==> src/rtl/keycode_filter.sv <==
// keycode_filter: frame-rate conditioner for the USB keycode PIO.
// Resyncs, keeps only W/S/A/D, and commits a key after a stable run.
module keycode_filter #(
  parameter int STABLE_FRAMES  = 2,
  parameter int RELEASE_FRAMES = 3
) (
  input  logic        frame_clk,
  input  logic        Reset,
  input  logic [15:0] keycode_raw,
  output logic [15:0] key_out,
  output logic [3:0]  dir,
  output logic        press_pulse,
  output logic        release_pulse,
  output logic [7:0]  hold_frames
);

  localparam logic [15:0] KEY_W = 16'h001A;
  localparam logic [15:0] KEY_S = 16'h0016;
  localparam logic [15:0] KEY_A = 16'h0004;
  localparam logic [15:0] KEY_D = 16'h0007;

  localparam logic [3:0] STB_THR = 4'(STABLE_FRAMES);
  localparam logic [3:0] REL_THR = 4'(RELEASE_FRAMES);

  logic [15:0] s1;
  logic [15:0] s2;
  logic [15:0] n;
  logic [15:0] cand;
  logic [15:0] cand_next;
  logic [3:0]  run;
  logic [3:0]  run_next;
  logic [3:0]  thr;
  logic        commit;

  always_comb begin
    n = 16'h0000;
    unique case (1'b1)
      (s2 == KEY_W): n = KEY_W;
      (s2 == KEY_S): n = KEY_S;
      (s2 == KEY_A): n = KEY_A;
      (s2 == KEY_D): n = KEY_D;
      default:       n = 16'h0000;
    endcase
  end

  // Any skewed or non-movement sample breaks the run, so it never commits.
  always_comb begin
    cand_next = cand;
    run_next  = run;
    if (n == cand) begin
      run_next = (run == 4'hF) ? 4'hF : run + 4'd1;
    end else begin
      cand_next = n;
      run_next  = 4'd1;
    end
  end

  assign thr    = (cand_next != 16'h0000) ? STB_THR : REL_THR;
  assign commit = (run_next >= thr) && (cand_next != key_out);

  always_ff @(posedge frame_clk or posedge Reset) begin
    if (Reset) begin
      s1            <= 16'h0000;
      s2            <= 16'h0000;
      cand          <= 16'h0000;
      run           <= 4'd0;
      key_out       <= 16'h0000;
      hold_frames   <= 8'd0;
      press_pulse   <= 1'b0;
      release_pulse <= 1'b0;
    end else begin
      s1   <= keycode_raw;
      s2   <= s1;
      cand <= cand_next;
      run  <= run_next;
      if (commit) begin
        key_out       <= cand_next;
        hold_frames   <= 8'd0;
        press_pulse   <= (cand_next != 16'h0000);
        release_pulse <= (cand_next == 16'h0000);
      end else begin
        if (hold_frames != 8'hFF) begin
          hold_frames <= hold_frames + 8'd1;
        end
        press_pulse   <= 1'b0;
        release_pulse <= 1'b0;
      end
    end
  end

  always_comb begin
    dir = 4'b0000;
    unique case (1'b1)
      (key_out == KEY_W): dir = 4'b1000;
      (key_out == KEY_S): dir = 4'b0100;
      (key_out == KEY_A): dir = 4'b0010;
      (key_out == KEY_D): dir = 4'b0001;
      default:            dir = 4'b0000;
    endcase
  end

endmodule

==> config.mk <==
export PLATFORM = sky130hd
export DESIGN_NAME = keycode_filter
export DESIGN_NICKNAME = d
export VERILOG_FILES = /design/src/rtl/keycode_filter.sv
export SDC_FILE = /design/constraint.sdc
export NUM_CORES = 1
export LEC_CHECK = 0
export BUFFER_PORTS_ARGS = -buffer_cell sky130_fd_sc_hd__buf_2
export CAP_MARGIN = 5
export CELL_PAD_IN_SITES_DETAIL_PLACEMENT = 0
export CELL_PAD_IN_SITES_GLOBAL_PLACEMENT = 1
export CORE_UTILIZATION = 44
export CTS_CLUSTER_SIZE = 28
export DETAILED_ROUTE_END_ITERATION = 8
export PLACE_DENSITY_LB_ADDON = 0.1
export SYNTH_ARGS = -nofsm -noshare
export SYNTH_HDL_FRONTEND = slang
export SYNTH_SLANG_ARGS = --single-unit
==> constraint.sdc <==
create_clock -name frame_clk -period 4.5 [get_ports frame_clk]
set_input_delay 0.45 -clock frame_clk [delete_from_list [all_inputs] [get_ports frame_clk]]
set_output_delay 0.45 -clock frame_clk [all_outputs]
set_load 0.02 [all_outputs]
# Word-level counts from Yosys, hierarchy flattened
# Cells that the tools add are included.
# totals
regBits	78
latch_bits	0
ramBits	0
romBits	0
input_bits	18
output_inout_bits	30
elab_cells	37
mem_count	0
# classes
n_addsub	2
multipliers	0
div_mod_pow	0
magnitude_cmp	1
eq_ne	12
n_shift	0
mux	10
n_bitwise	0
reduce_logical	4
# ops
cell	n
equality test 16 x 3 -> 1 bit, second input constant	4
equality test 16 x 5 -> 1 bit, second input constant	4
one-hot mux 5 bit (4 select lines)	1
equality test 16 bit	1
logical NOT 16 bit	1
two-way mux 16 bit	1
two-way mux 8 bit	2
!= test 16 bit	1
one-hot mux 4 bit (4 select lines)	1
nonzero test 16 bit	1
adder 8 x 1 -> 8 bit, second input constant	1
two-way mux 4 bit	2
!= test 8 bit, second input constant	1
adder 4 x 1 -> 4 bit, second input constant	1
equality test 4 bit, second input constant	1
greater-or-equal comparator 4 x 2 -> 1 bit	1
two-way mux 1 bit	3
nonzero test 2 bit	1
logical AND 1 bit	1

# Longest topological paths before layout
# Gate-level depths: netlist of the first run.
# depth
word_depth	9
mapped_depth	16
mapped_depth_nobuf	13

# Least setup slack after synthesis of the first run
# No wires, ideal clock.
# synth_timing
kind	register to register
start	register s2[13]
end	register key_out[1]
setup_ps	125
t_arrival_ps	3620
required_ps	4375
slack_ps	755
stages_incl_launch_ff	15
n_path_buf	1
period_less_slack_ps	3745
cell_sequence	dfrtp_1 > or4b_4 > or4_4 > xor2_1 > nand4_1 > or3_1 > clkbuf_1 > nor2_1 > ha_1 > nand2b_1 > a21oi_1 > a21oi_1 > o21ai_0 > a211oi_4 > mux2_2
# synth_between
elab_chain_len	8
elab_cells_between_ends	13
classes_between	order compare (1); eq/ne (6); mux (4); reduce/logical (2)
# synth_lines
element	line_no	rtl
from (decl)	26	logic [15:0] s2;
from (signal assigned)	64	s2 <= 16'h0000;
from (signal assigned)	73	s2 <= s1;
equality test 16 x 3 -> 1 bit (tied with other cells)	41	(s2 == KEY_D): n = KEY_D;
one-hot mux 5 bit (4 select lines) *	37	unique case (1'b1)
equality test 16 bit	50	if (n == cand) begin
two-way mux 16 bit	50	
nonzero test 16 bit	58	assign thr = (cand_next != 16'h0000) ? STB_THR : REL_THR;
two-way mux 1 bit	58	
greater-or-equal comparator 4 x 2 -> 1 bit	59	assign commit = (run_next >= thr) && (cand_next != key_out);
logical AND 1 bit	59	
to (signal assigned)	77	key_out <= cand_next;
to (decl)	10	output logic [15:0] key_out,
# Mark *: on every way between the ends. The rest lies on a longest branch, timed or not.
# A chain may end at the register's enable or synchronous reset.

# Final worst setup path of the first run
# layout_timing
start	register s2[13]
end	register key_out[0]
# Same word-level chain as after synthesis.

==> results.md, run 1 <==
- Status: complete, but fails checks
- Violated checks: DRC
- Routed WL: roughly 5 mm
- Worst hold slack: a little over 0.2 ns
- Post-synthesis simple-gate area fraction: 0.200
- Routed Antenna Nets: 0
- Commonest non-fill, non-tap cell in the layout: dfrtp_1
- Crit path depth: 14
- Starting density of the core: 0.461
- Slowest cell delay on critical path: around 0.57 ns
- 1st-pass router iterations: 6
- First DRT Iteration DRCs: 90
- Via count: just under 2000
- Residual DRC count: 10
- Hold Crit Depth: 1
- WL/cell: 12.8 um
- Antenna cells: 0
- Hpwl dp: approximately 3.6 mm
- FF-to-FF path depth: 14
- CTS clock-pin slew for the worst setup and hold paths: ~0.08 ns
- Slew @ Worst Pin: roughly 0.83 ns
- Worst path arrival time: about 4.2 ns
- Slowest CP cell: or4_4
- Core Area: between 0.006 and 0.007 sq mm
- Synth Area in Adders: 0.0127
- Gpl congestion: between 0.8 and 0.9
- Worst-path fanout max: 12
- VDD IR max: 0.259 mV
- Antenna violations before repair: 0
- CP dominant cell by count: a21oi_1
- Skew final: between 0.004 and 0.005 ns
- Die area: approximately 0.0071 sq mm
- CP delay by family, top: simple AND/OR/NAND/NOR gates
- GRT Total Usage: 0.170
- Final #Nets: 330
- Post-Synthesis Cells: around 240
- Clock latency on the worst-skew pair: around 0.34 ns
- Largest family of logic cells by synthesized area: simple AND/OR/NAND/NOR gates
- Count of final max-slew check failures: 0
- Crit path cell chain: or4b_4 > or4_4 > xor2_1 > nand4_1 > or3_1 > nor2_1 > ha_1 > nand2b_1 > a21oi_1 > a21oi_1 > o21ai_0 > a211oi_4 > buf_4 > mux2i_1
- Final-report hold violation count: 0
- Synthesized area per cell: about 12 sq um
- Ys Warns: 0
- Area growth from synthesis to final layout: 19.5%
- Cell area after synthesis: 0.00296 sq mm
- I/O Pins: between 40 and 50
- Die width: 84.0 um
- CTS tree: yes
- Rows: 29
- EDFF count, synth: 0
- Crit end category: flip-flop
- # port buffers: 47
- Pleak: roughly 0.0017 uW
- RSZ-0062 raised after global routing: no
- Max Freq: 0.256 GHz
- TritonCTS Buffers: 9
- Most frequent cells in the layout: dfrtp_1, buf_2, nor2_1
- Share of cells above drive strength 1: 0.239
- Type of the tightest min-delay check: input port to flip-flop
- Power Dens Cells: 364 mW/mm^2
- Area fraction in compound gates after synthesis: 0.0646
- Via density: roughly 5.0
- Vias in the first global route: 1937
- CTS max path bufs: 2
- CTS Root Cell: clkbuf_8
- #FFs+latches synth: 78
- Final setup vio count: 0
- Async SR Flop Fraction: 1.00
- Final Critical Period: ~4 ns
- Max cap viols: 0
- Mux share of post-synthesis cell area: 0.0182
- Setup tns final: 0 ns
- CTS H-tree lvls: 3
- GR Overflow Total: 0
- CP Data Required Time: 4.77 ns
- Global-route wire length before repair: between 9 and 10 mm
- Tcrit/Tclk final: 0.869
- Cts repair resizes: 0
- Cts hold-fix bufs: 1
- Clock tree sinks: between 70 and 80
- Slew Limit Headroom: 0.447
- Library cells used by synthesis: 45
- Critical path class: flip-flop to flip-flop
- Primary FF master, synth: dfrtp_1
- Startpoint types: flip-flop
- WP buf/inv: 1
- Xor/xnor share of the synthesized area: 0.0237
- Post-CTS setup buffer count: 0
- Die Ht: roughly 84 um
- Sequential fraction of the synthesis area: 0.659
- Pin count of the biggest net entering global routing: just over 70
## cells in the mapped netlist, drive strengths merged, types with 4 or more instances
cell type	number	area, sq um
a21oi	6	30.0
and3	5	31.3
dfrtp	78	1950
nand2b	4	25.0
o21ai	8	40.0
nor4	9	56.3
xnor2	5	43.8
nor2	19	71.3
nor2b	16	100
nor3	12	65.1
nand3	10	50.1
inv	9	33.8
a211oi	5	50.1
nand2	11	41.3
## area by class of cell
type / instances / area [sq um]
multi-input combinational: 160 / 986
clock buffer: 9 / 124
inverter: 9 / 33.8
tap: 77 / 96.3
sequential: 78 / 1950
fill: 561 / 2880
clock inverter: 7 / 80.1
timing repair buffer: 51 / 268
## worst paths after layout
path	slack [ns]	from	end
hold reg to reg	0.35	s1[4]$_DFF_PP0_	s2[4]$_DFF_PP0_
hold / removal	0.20	keycode_raw[8]	s1[8]$_DFF_PP0_
max in group asynchronous	2.91	Reset	cand[5]$_DFF_PP0_
min in group asynchronous	0.54	Reset	s1[10]$_DFF_PP0_
setup / recovery	0.59	s2[13]$_DFF_PP0_	key_out[0]$_DFFE_PP0P_
setup reg to reg	0.59	s2[13]$_DFF_PP0_	key_out[0]$_DFFE_PP0P_
## cells by family (layout without fill, tap and decap cells)
group                    Yosys count  after routing
multiplexers                       5              5
flip-flops                        78             78
XOR/XNOR                           8              8
AO/OA/AOI/OAI                     28             28
AND/OR/NAND/NOR                  105            105
adder cells (fa/ha/maj)            3              3
other                              1             11
buffers and inverters             14             76
## metal layers
metal	share of wire	up-vias	GRT usage
li1	-	967	-
met1	0.46	938	0.236
met2	0.47	42	0.242
met3	0.034	15	0.0376
met4	0.032	0	0.105
met5	0	-	0
## flip-flops by register name, summed over array words and instances (netlist names)
signal	flops
hold_frames	8
press_pulse	1
s2	16
cand	16
release_pulse	1
s1	16
key_out	16
run	4
## per-stage QoR
step	power, uW	area, sq um	util	cells	setup slack, ns
4_1_cts	1310	3540	0.551	391	0.560
2_1_floorplan	764	3000	-	252	0.755
5_1_grt	1350	3540	0.551	391	0.329
6_report	1290	3540	0.551	391	0.591
3_5_place_dp	780	3330	0.518	374	0.565
3_3_place_gp	779	3330	0.518	374	0.616
## power breakdown
part           switching [uW]  internal [uW]  total (uW)
sequential               9.75            720         730
clock                     260            264         524
combinational            22.3           13.1        35.3
Power figures use the tool's default switching activity.
==> inputs of run 2 (changes only) <==
Settings changed: ABC_AREA set to 1, CORE_UTILIZATION 44 to 43.
==> run 2 against run 1 <==
The run now ends clean. Hold slack worse by 0.0016 ns. Clock power up 1%. Non-clock buffer count down 3. Global-route usage about the same. Setup slack better by 1.2 ns. Final area up 1.4%. First-iteration DRC count down 29%. Clock skew up 0.0017 ns. Fmax up 45%. Final cell count up 15%.
==> results.md, run 2 <==
- Pleak: approximately 0.0019 uW
- CTS H-tree lvls: 3
- CTS Root Cell: clkbuf_8
- Residual DRC count: 0
- Via count: 2024
- Skew final: roughly 0.0066 ns
- Critical path class: flip-flop to flip-flop
- # port buffers: 47
- Most frequent cells in the layout: dfrtp_1, nand2_1, buf_2
- Tcrit/Tclk final: 0.600
- Slew @ Worst Pin: ~0.97 ns
- Post-Synthesis Cells: 282
- Cts hold-fix bufs: 0
- CTS max path bufs: 2
- Die area: between 0.007 and 0.008 sq mm
- Met2 usage: 0.263
- Die width: between 80 and 90 um
- Async SR Flop Fraction: 1.00
- Setup tns final: 0 ns
- Clock latency on the worst-skew pair: between 0.3 and 0.4 ns
- Reg2reg start: s2[9]$_DFF_PP0_
- Count of final max-slew check failures: 0
- Area growth from synthesis to final layout: 19.0%
- TritonCTS Buffers: 9
- RSZ-0062 raised after global routing: no
- M3 GR Usage: 0.0491
- Worst-path fanout max: 25
- Startpoint types: flip-flop
- Ys Warns: 0
- Share of cells above drive strength 1: 0.244
- Starting density of the core: 0.444
- WL/cell: 12.2 um
- Pin count of the biggest net entering global routing: 44
- Final Critical Period: 2.70 ns
- Cell taking the most area after synthesis: dfrtp_1
- Primary FF master, synth: dfrtp_1
- Synthesized area per cell: around 11 sq um
- Type of the tightest min-delay check: input port to flip-flop
- Max cap viols: 0
- Post-layout instance area: ~0.0036 sq mm
- Crit end category: flip-flop
- Hpwl dp: 3.80 mm
- Fillcell total: 636
- Setup WS pre-CTS: about 1.8 ns
- EDFF count, synth: 0
- Die Ht: between 80 and 90 um
- R2r setup slk: about 1.8 ns
- First DRT Iteration DRCs: 64
- Cts repair resizes: 0
- Rows: 30
- Antenna cells: 0
- CP Data Required Time: about 4.7 ns
- CTS tree: yes
- CTS clock-pin slew for the worst setup and hold paths: roughly 0.080 ns
- Worst setup path startpoint: s2[9]$_DFF_PP0_
- Synth top area share: 0.647
- HP Start: keycode_raw[2]
- 1st-pass router iterations: 4
- Final setup vio count: 0
- Post-CTS setup buffer count: 0
- VDD IR max: between 0.15 and 0.2 mV
- Library cells used by synthesis: 33
- Antenna violations before repair: 0
- #FFs+latches synth: just under 80
- I/O Pins: 48
- Routed WL: approximately 5.4 mm
- Status: completed
- Global-route wire length before repair: roughly 9 mm
- Met1 usage: 0.222
- Synth top area cells: dfrtp_1, nand2_1, nor2_1, inv_1, nand3_1
- Clock tree sinks: 78
- Sequential fraction of the synthesis area: 0.647
- Max Freq: 0.371 GHz
- Vias in the first global route: about 2000
- Commonest non-fill, non-tap cell in the layout: dfrtp_1
- Busiest grt layer: met2
- Post-layout util: 0.529
- Core Area: roughly 0.0068 sq mm
- Cell area after synthesis: ~0.0030 sq mm
- Worst path arrival time: approximately 2.9 ns
- GRT Total Usage: 0.169
- Power Dens Cells: around 360 mW/mm^2
- Via density: between 4 and 5
- Gpl congestion: 0.759
- GR Overflow Total: 0
- Slew Limit Headroom: 0.354
- Final #Nets: roughly 370
- Final Worst Setup Slack: ~1.8 ns
- Final-report hold violation count: 0
- Routed Antenna Nets: 0
- Placed cell area: between 0.003 and 0.004 sq mm
- Most numerous cell in the Yosys netlist: dfrtp_1
- Commonest cells post-synth: dfrtp_1, nand2_1, nor2_1, inv_1, nand3_1
run 2: cell types whose count changed after synthesis, moves of 6 or more:
cell / previous run / this run
nor4_1: 9 / 2
nor2b_1: 16 / 0
a21boi_1: 0 / 6
nor2_1: 19 / 36
nand2_1: 11 / 47
inv_1: 9 / 25
run 2: stage by stage:
stage / std cells / hold WS (ns) / power, uW
global route: 448 / 0.178 / 1350
floorplan: 292 / 0.331 / 757
CTS: 448 / 0.188 / 1310
global placement: 432 / 0.332 / 771
detailed placement: 432 / 0.335 / 772
finish: 448 / 0.203 / 1290
run 2: cell families after synthesis:
group                      Yosys count  share of synthesized area
AOI/OAI and AO/OA                   26                     0.0547
xor gates and xnor gates             6                     0.0174
adders and majority gates            3                     0.0124
buffers and inverters               33                     0.0468
DFF                                 78                      0.647
muxes                                1                    0.00332
other                                1                    0.00124
and+or+nand+nor                    134                      0.217
run 2: final cells by class:
| class | instances | area, sq um | area share |
|---|---|---|---|
| sequential | 78 | 1950 | 0.544 |
| multi-input combinational | 181 | 962 | 0.268 |
| timing repair buffer | 48 | 243 | 0.0676 |
| clock buffer | 10 | 138 | 0.0383 |
| tap | 96 | 120 | 0.0334 |
| inverter | 29 | 109 | 0.0303 |
| clock inverter | 6 | 67.6 | 0.0188 |
run 2: final timing paths:
| kind | to | cells past startpoint |
|---|---|---|
| setup reg to reg | key_out[2]$_DFFE_PP0P_ | 19 |
| setup / recovery | key_out[2]$_DFFE_PP0P_ | 19 |
| hold / removal | s1[2]$_DFF_PP0_ | 1 |
| min in group asynchronous | s1[9]$_DFF_PP0_ | 2 |
| hold reg to reg | s2[15]$_DFF_PP0_ | 0 |
| max in group asynchronous | s2[15]$_DFF_PP0_ | 3 |
run 2: power breakdown:
group	total, uW	switching, uW	internal, uW
Sequential	726	6.00	720
Clock	531	257	274
Combinational	30.1	21.2	8.91
run 2: worst max-delay path: stages (launching register included):
cell and delay [ns]:
dfrtp_1 0.37, nor2_1 0.10, nand2_1 0.13, nor2_8 0.17, nand2_4 0.11, nand2_1 0.07, nand2_1 0.04, nor2_1 0.09
nand2_1 0.09, nor2_4 0.12, nand2_1 0.11, nor3_1 0.22, ha_1 0.17, inv_1 0.03, nand2_1 0.06, nand4_2 0.12
nand2_4 0.25, nand2_2 0.16, nand2_1 0.11, nand2_1 0.05
run 2: layer usage:
| metal | wire length (um) | vias to the layer above |
|---|---|---|
| met3 | 194 | 8 |
| met5 | 0 | - |
| li1 | - | 1020 |
| met2 | 2600 | 34 |
| met4 | 92 | 0 |
| met1 | 2560 | 962 |
